`config.mk`:
```
export PLATFORM = sky130hd
export DESIGN_NAME = muldiv_seq
export DESIGN_NICKNAME = d
export VERILOG_FILES = /design/src/rtl/muldiv_seq.sv
export SDC_FILE = /design/constraint.sdc
export NUM_CORES = 1
export LEC_CHECK = 0
export CAP_MARGIN = 20
export CORE_MARGIN = 1.5
export CORE_UTILIZATION = 55
export CTS_BUF_LIST = sky130_fd_sc_hd__clkbuf_4 sky130_fd_sc_hd__clkbuf_8
export DETAILED_ROUTE_END_ITERATION = 8
export GPL_ROUTABILITY_DRIVEN = 0
export PLACE_DENSITY_LB_ADDON = 0.1
export SLEW_MARGIN = 20
export SYNTH_ARGS = -nofsm -noshare
export SYNTH_HDL_FRONTEND = slang
export SYNTH_SLANG_ARGS = --single-unit
```
`constraint.sdc`:
```
create_clock -name clk -period 3.9 [get_ports clk]
set_input_delay 0.78 -clock clk [delete_from_list [all_inputs] [get_ports clk]]
set_output_delay 0.78 -clock clk [all_outputs]
set_load 0.03 [all_outputs]
```
`src/rtl/muldiv_seq.sv`:
```
// Iterative RV32M multiply/divide sequencer: 32-step shift-add multiply or restoring
// divide, one sign-fix cycle, then a one-cycle done strobe with a held result.
module muldiv_seq #(
    parameter int XLEN = 32
) (
    input  logic            clk,
    input  logic            resetn,
    input  logic            start,
    input  logic            kill,
    input  logic [31:0]     inst,
    input  logic [XLEN-1:0] in_a,
    input  logic [XLEN-1:0] in_b,
    output logic            is_m,
    output logic            busy,
    output logic            done,
    output logic [XLEN-1:0] result
);
    localparam int CW = $clog2(XLEN);

    typedef enum logic [1:0] {
        IDLE = 2'd0,
        RUN  = 2'd1,
        FIX  = 2'd2,
        DONE = 2'd3
    } state_t;

    state_t              state_r;
    logic [2:0]          f3_r;
    logic                sa_r;
    logic                sb_r;
    logic [XLEN-1:0]     b_r;
    logic [2*XLEN:0]     acc_r;
    logic [CW-1:0]       cnt_r;
    logic                busy_r;
    logic                done_r;
    logic [XLEN-1:0]     result_r;

    logic [2:0]          f3_s;
    logic                sa_s;
    logic                sb_s;
    logic                accept_s;
    logic [XLEN:0]       upper_s;
    logic [2*XLEN:0]     mul_next_s;
    logic [2*XLEN:0]     sh_s;
    logic [XLEN+1:0]     diff_s;
    logic [2*XLEN:0]     div_next_s;
    logic [2*XLEN:0]     step_s;
    logic [2*XLEN-1:0]   prod_s;
    logic [XLEN-1:0]     fix_s;
    logic                unused_s;

    function automatic logic [XLEN-1:0] cneg(input logic [XLEN-1:0] v, input logic neg);
        cneg = neg ? (~v + XLEN'(1)) : v;
    endfunction

    function automatic logic [2*XLEN-1:0] cneg_wide(input logic [2*XLEN-1:0] v, input logic neg);
        cneg_wide = neg ? (~v + (2*XLEN)'(1)) : v;
    endfunction

    assign is_m     = (inst[6:0] == 7'b0110011) && (inst[31:25] == 7'b0000001);
    assign f3_s     = inst[14:12];
    // A done strobe still showing means the FSM only just left DONE; hold off one more cycle
    assign accept_s = start & is_m & ~kill & ~done_r;
    assign unused_s = ^{inst[24:15], inst[11:7], diff_s[XLEN]};

    // Operand sign flags for the instruction being offered
    always_comb begin
        sa_s = 1'b0;
        sb_s = 1'b0;
        case (f3_s)
            3'd1, 3'd4, 3'd6: begin
                sa_s = in_a[XLEN-1];
                sb_s = in_b[XLEN-1];
            end
            3'd2: begin
                sa_s = in_a[XLEN-1];
                sb_s = 1'b0;
            end
            default: begin
                sa_s = 1'b0;
                sb_s = 1'b0;
            end
        endcase
    end

    // One iteration of the multiply or divide loop
    always_comb begin
        if (acc_r[0]) begin
            upper_s = acc_r[2*XLEN:XLEN] + {1'b0, b_r};
        end else begin
            upper_s = acc_r[2*XLEN:XLEN];
        end
        mul_next_s = {1'b0, upper_s, acc_r[XLEN-1:1]};
        sh_s       = {acc_r[2*XLEN-1:0], 1'b0};
        diff_s     = {1'b0, sh_s[2*XLEN:XLEN]} - {2'b00, b_r};
        if (diff_s[XLEN+1]) begin
            div_next_s = sh_s;
        end else begin
            div_next_s = {1'b0, diff_s[XLEN-1:0], sh_s[XLEN-1:1], 1'b1};
        end
        if (f3_r[2]) begin
            step_s = div_next_s;
        end else begin
            step_s = mul_next_s;
        end
    end

    // Sign correction and half selection; divisor==0 leaves the all-ones quotient alone
    always_comb begin
        prod_s = cneg_wide(acc_r[2*XLEN-1:0], sa_r ^ sb_r);
        if (f3_r[2]) begin
            if (f3_r[1]) begin
                fix_s = cneg(acc_r[2*XLEN-1:XLEN], sa_r);
            end else begin
                fix_s = cneg(acc_r[XLEN-1:0], (sa_r ^ sb_r) & (b_r != {XLEN{1'b0}}));
            end
        end else if (f3_r[1:0] == 2'b00) begin
            fix_s = prod_s[XLEN-1:0];
        end else begin
            fix_s = prod_s[2*XLEN-1:XLEN];
        end
    end

    // Control FSM, datapath registers and registered status outputs
    always_ff @(posedge clk or negedge resetn) begin
        if (!resetn) begin
            state_r  <= IDLE;
            f3_r     <= 3'd0;
            sa_r     <= 1'b0;
            sb_r     <= 1'b0;
            b_r      <= {XLEN{1'b0}};
            acc_r    <= {(2*XLEN+1){1'b0}};
            cnt_r    <= {CW{1'b0}};
            busy_r   <= 1'b0;
            done_r   <= 1'b0;
            result_r <= {XLEN{1'b0}};
        end else begin
            busy_r <= 1'b0;
            done_r <= 1'b0;
            case (state_r)
                IDLE: begin
                    if (accept_s) begin
                        f3_r    <= f3_s;
                        sa_r    <= sa_s;
                        sb_r    <= sb_s;
                        b_r     <= cneg(in_b, sb_s);
                        acc_r   <= {{(XLEN+1){1'b0}}, cneg(in_a, sa_s)};
                        cnt_r   <= CW'(XLEN-1);
                        state_r <= RUN;
                    end
                end
                RUN: begin
                    if (kill) begin
                        state_r <= IDLE;
                    end else begin
                        busy_r <= 1'b1;
                        acc_r  <= step_s;
                        if (cnt_r == {CW{1'b0}}) begin
                            state_r <= FIX;
                        end else begin
                            cnt_r <= cnt_r - CW'(1);
                        end
                    end
                end
                FIX: begin
                    if (kill) begin
                        state_r <= IDLE;
                    end else begin
                        busy_r   <= 1'b1;
                        result_r <= fix_s;
                        state_r  <= DONE;
                    end
                end
                DONE: begin
                    done_r  <= 1'b1;
                    state_r <= IDLE;
                end
                default: begin
                    state_r <= IDLE;
                end
            endcase
        end
    end

    assign busy   = busy_r;
    assign done   = done_r;
    assign result = result_r;

endmodule

```
---- Word-level counts from Yosys, hierarchy flattened ----
Cells that the tools add are included.
operators by class
  add/sub/neg operators ................... 8
  eq/ne operators ......................... 13
  muxes and demuxes ....................... 28
  bitwise logic cells ..................... 12
  reduce and logical (&&, ||, !) cells .... 14
operators by type and width
  kind                   number
  $mux 65                4
  $mux 32                7
  $pmux 65 s2            1
  $add 32x1->32 const B  4
  $not 32->32            4
  $add 64x1->64 const B  1
  $mux 64                1
  $not 64->64            1
  $sub 33x32->34         1
  $add 33x32->33         1
  $mux 33                1
  $reduce_bool 32->1     1
  $mux 5                 3
  $pmux 5 s2             1
  $mux 2                 4
  $pmux 2 s4             1
  $eq 7x1->1 const B     1
  $eq 7x6->1 const B     1
  $eq 3x3->1 const B     2
  $ne 2x2->1 const B     3
  $reduce_and 2->1       3
  $logic_not 5->1        1
  $mux 1                 5
  $sub 5x1->5 const B    1
  other kinds (16)       22
word-level totals
  bits in registers ....................... 143
  output and inout bits ................... 35

---- Logic depth before layout (Yosys ltp) ----
  word-level depth ........................ 7
  depth in mapped cells ................... 13
  mapped depth without buffers ............ 12

---- Worst setup path before layout ----
No wires, ideal clock.
  path type ............................... register to register
  start point ............................. reg acc_r[0]
  end point ............................... reg result_r[26] (netlist: result[26])
  setup time .............................. 126 ps
  arrival time ............................ 3,112 ps
  path slack .............................. 662 ps
  stages on the path, launching flop included .. 13
  cell sequence ........................... dfrtp_1 > clkbuf_1 > inv_1 > clkbuf_1 > ha_1 > nor4b_1 > nand3_1 > nor4_4 > nand3_1 > o21ai_1 > xor2_1 > a21oi_1 > a221o_1
on the way
  cells in the longest elaborated chain, start to end .. 5
  elaborated cells on any way between the ends .. 9
RTL lines
  what                                            line      text
  start: declaration                              32        logic [2*XLEN:0] acc_r;
  start signal: assignment                        132       acc_r <= {(2*XLEN+1){1'b0}};
  start signal: assignment                        147       acc_r <= {{(XLEN+1){1'b0}}, cneg(in_a, sa_s)};
  start signal: assignment                        157       acc_r <= step_s;
  $not 64->64 or $not 32->32 (tied branches)      57, 53
  $add 64x1->64 or $add 32x1->32 (tied branches)  57, 53
  $mux 64 or $mux 32 (tied branches)              57, 53
  $mux 32, on equally long branches               117, 112
  $mux 32 (*)                                     111       if (f3_r[2]) begin
  end signal: assignment                          136       result_r <= {XLEN{1'b0}};
  end signal: assignment                          170       result_r <= fix_s;
  end: declaration                                36        logic [XLEN-1:0] result_r;
Every way passes the cells marked *; elsewhere a longest branch is shown, timed or not.
A chain may end at the register's enable or synchronous reset.

---- Worst setup path after layout ----
  start point ............................. reg b_r[27]
  end point ............................... reg acc_r[53]
on the way
  cells in the longest elaborated chain, start to end .. 5
RTL lines
  what                      line  text
  start: declaration        31    logic [XLEN-1:0] b_r;
  start signal: assignment  131   b_r <= {XLEN{1'b0}};
  start signal: assignment  146   b_r <= cneg(in_b, sb_s);
  $sub 33x32->34            95    diff_s = {1'b0, sh_s[2*XLEN:XLEN]} - {2'b00, b_r};
  $mux 65                   96    if (diff_s[XLEN+1]) begin
  $mux 65                   101   if (f3_r[2]) begin
  $mux 65                   153   if (kill) begin
  $pmux 65 s2               140   case (state_r)
No other way between the ends. The select of a mux whose other input is x is not followed.

==> out/results.ini <==
[run_status]
outcome=complete, no violations

[clock_tree]
cts-resized-gates=0
cts.clk_slew.worst_paths_ns=0.10
cts_inserted_buffers=17
cts_tree=yes
cts_hold_buf=0
post_cts_buffers=0
clockBufferDepth=2
clk_latency_ns=0.49
clockRootBuffer=clkbuf_8
htree_levels=4
cts.sinks=143

[floorplan]
core.rowCount=61
die_w_um=171
dieArea_sq_mm=0.0292
coreArea_sq_mm=0.0278
die_y_um=171
io_pins=135
initial_core_util_pct=55.8

[worst_setup_path]
critPathSlowestCell=nor4_1
critical_path.startpoint=b_r[27]
worstSetupPathType=reg -> reg
cp_cell_sequence=inv_1 > ha_1 > nand4_1 > nor4_1 > o2111a_1 > a211oi_4 > or4_1 > a31o_2 > nor2_1
timing.rr.start=b_r[27]
worstPathRequired_ns=4.30
cp-end-kind=flip-flop
crit_arrival_ns=4.09
start_kind=flip-flop
slowest_delay_ns=0.89
crit_fanout=18

[logic_synthesis]
yosysWarnings=0
synth.most_common_cell=nand2_1
netlist-cell-type-count=77
synth_area_leaders=dfrtp_1 23%, o21ai_0 7.4%, xor2_1 6.4%
yosys-top-cells-count=257 x nand2_1, 228 x o21ai_0, 159 x a21oi_1
postSynthCellCount=2103
ys_seq_elements=143
synth_flop_cell=dfrtp_1
synth_edf_count=0
synth.cell_area_sq_mm=0.0155
netlist.area_leader.share_pct=23.1
ys_seq_area_share_pct=23.1
synth_top_area_cell=dfrtp_1
avgSynthCellArea_sq_um=7.37
synth_async_sr_flop_share_pct=100
syn-num-nets=2279

[grt]
grt_max_degree=79
use_met3_pct=7.03
grt.total_usage_pct=35.7
met2_usage_pct=55.1
grt_pass1_wl_mm=81.3
antenna_found_initial=0
overflow=0
grt-busiest-layer=met2
grt_pass1_vias=15000
met1_usage_pct=49.2

[route]
routed_wl_mm=52.0
drcViolationCount=0
vias_per_cell=6.48
antenna_left=0
num_vias=16600
wl_per_cell_um=20.3
drtPass1Iterations=5
drt-initial-drc-count=1994

[pwr]
powerDensity_mw_per_mm2=676
vdd_drop_max_uv=489
p_leak_nw=7.42

[final_layout]
n_fill_cell=2539
antenna_cells=0
area_growth_pct=14.5
fin_util_pct=63.9
multi_input_area_sq_mm=0.0111
drive_gt1_share_pct=8.18
nNetsFinal=2351
seqCellArea_sq_mm=0.00358

[run]
drv_cap=0

[sta]
period_share_pct=94.5
worst_pin_slew_ns=1.05
fin_worst_skew_ns=0.0240
drv_slew=0
rsz0062_at_grt=no
timing.fmax_mhz=271
layout_min_cycle_time_ns=3.69
setup_viol=0
fin_setup_tns_ns=0
hold_violations=0
slew_headroom_pct=30.2

[placement]
port_buffers=119
hpwl_mm=39.3

[hold_path]
min_path_type=in -> async

-- power breakdown --
part / switching (mW) / internal [mW]
logic: 4.91 / 3.25
registers: 0.627 / 1.93
clock network: 0.754 / 0.538
total: 6.29 / 5.71
-- critical path, delay by kind of cell, from the launching register on --
kind                     cells  cell delay [ns]
AND/OR/NAND/NOR              4             1.81
flip-flops                   1             0.44
adder cells (fa/ha/maj)      1             0.45
AO/OA/AOI/OAI                3             0.83
buffers and inverters        1             0.07
-- layer usage --
| metal | routed length [um] | vias up | part of all wire (%) |
|---|---|---|---|
| met5 | 0 | - | 0 |
| li1 | - | 7771 | - |
| met1 | 22300 | 7810 | 43 |
| met2 | 22500 | 912 | 43 |
| met4 | 1940 | 0 | 3.7 |
| met3 | 5300 | 144 | 10 |
-- placed cells by master (no fill, tap or decap), types with 7 or more instances in the layout --
cell type	instances
and3_1	16
mux2_2	8
xor2_1	112
a22oi_1	12
nor2_1	133
nand2_1	257
or2_2	17
nor3_1	71
o21ai_0	228
buf_4	96
a211oi_1	26
a221o_1	9
o21a_1	13
nor4_1	33
and2_1	7
dfrtp_1	141
mux2i_1	42
a31oi_1	36
o41ai_1	12
or4_1	19
xnor2_1	98
a21oi_1	158
nand4_1	15
or3_1	25
nor2b_1	24
nand2b_1	16
o31ai_1	23
a21o_1	28
o211ai_1	40
o31a_1	9
clkdlybuf4s50_1	118
clkbuf_8	17
nand3_1	38
a32o_1	10
ha_1	73
inv_1	73
-- worst paths after layout --
kind / to / slack, ns / depth (start not counted)
max in group asynchronous: result[19] / 2.76 / 2
worst min-delay path: b_r[5] / 0.30 / 1
min in group clk: result[23] / 0.49 / 2
worst max-delay path: acc_r[53] / 0.21 / 9
worst max register to register: acc_r[53] / 0.21 / 9
worst min register to register: result[23] / 0.49 / 2
-- cells by family (layout without fill, tap and decap cells) --
group	count (synthesis)	after routing	share of synthesized area, %
multiplexers	50	50	3.29
adder cells (fa/ha/maj)	76	76	6.23
AO/OA/AOI/OAI	684	684	27.6
flip-flops	143	143	23.1
XOR/XNOR	212	212	12.0
AND/OR/NAND/NOR	701	701	21.9
buffers and inverters	237	322	5.93
-- cell type report --
type                            instances  area share [%]
Inverter                               73            1.54
Tap cell                              378            2.66
Sequential cell                       143            20.2
Clock inverter                         15           0.973
Timing Repair Buffer                  217            11.0
Clock buffer                           17            1.32
Multi-Input combinational cell       1723            62.3
-- through the flow --
stage	setup WS, ns	instances	hold WS, ns	instance area [sq um]	power [mW]
2_1_floorplan	0.662	2103	0.470	15500	7.88
3_3_place_gp	0.112	2534	0.468	17300	10.3
3_5_place_dp	0.0708	2534	0.475	17300	10.4
4_1_cts	0.399	2566	0.351	17800	11.8
5_1_grt	0.0878	2566	0.365	17800	12.8
6_report	0.215	2566	0.297	17800	12.0
-- flip-flops by register name (all words and copies together) (netlist names) --
name     cells
f3_r         3
b_r         32
cnt_r        5
sb_r         1
busy         1
state_r      2
done         1
acc_r       65
sa_r         1
result      32
Note: power is estimated with default switching activity, not from simulation.
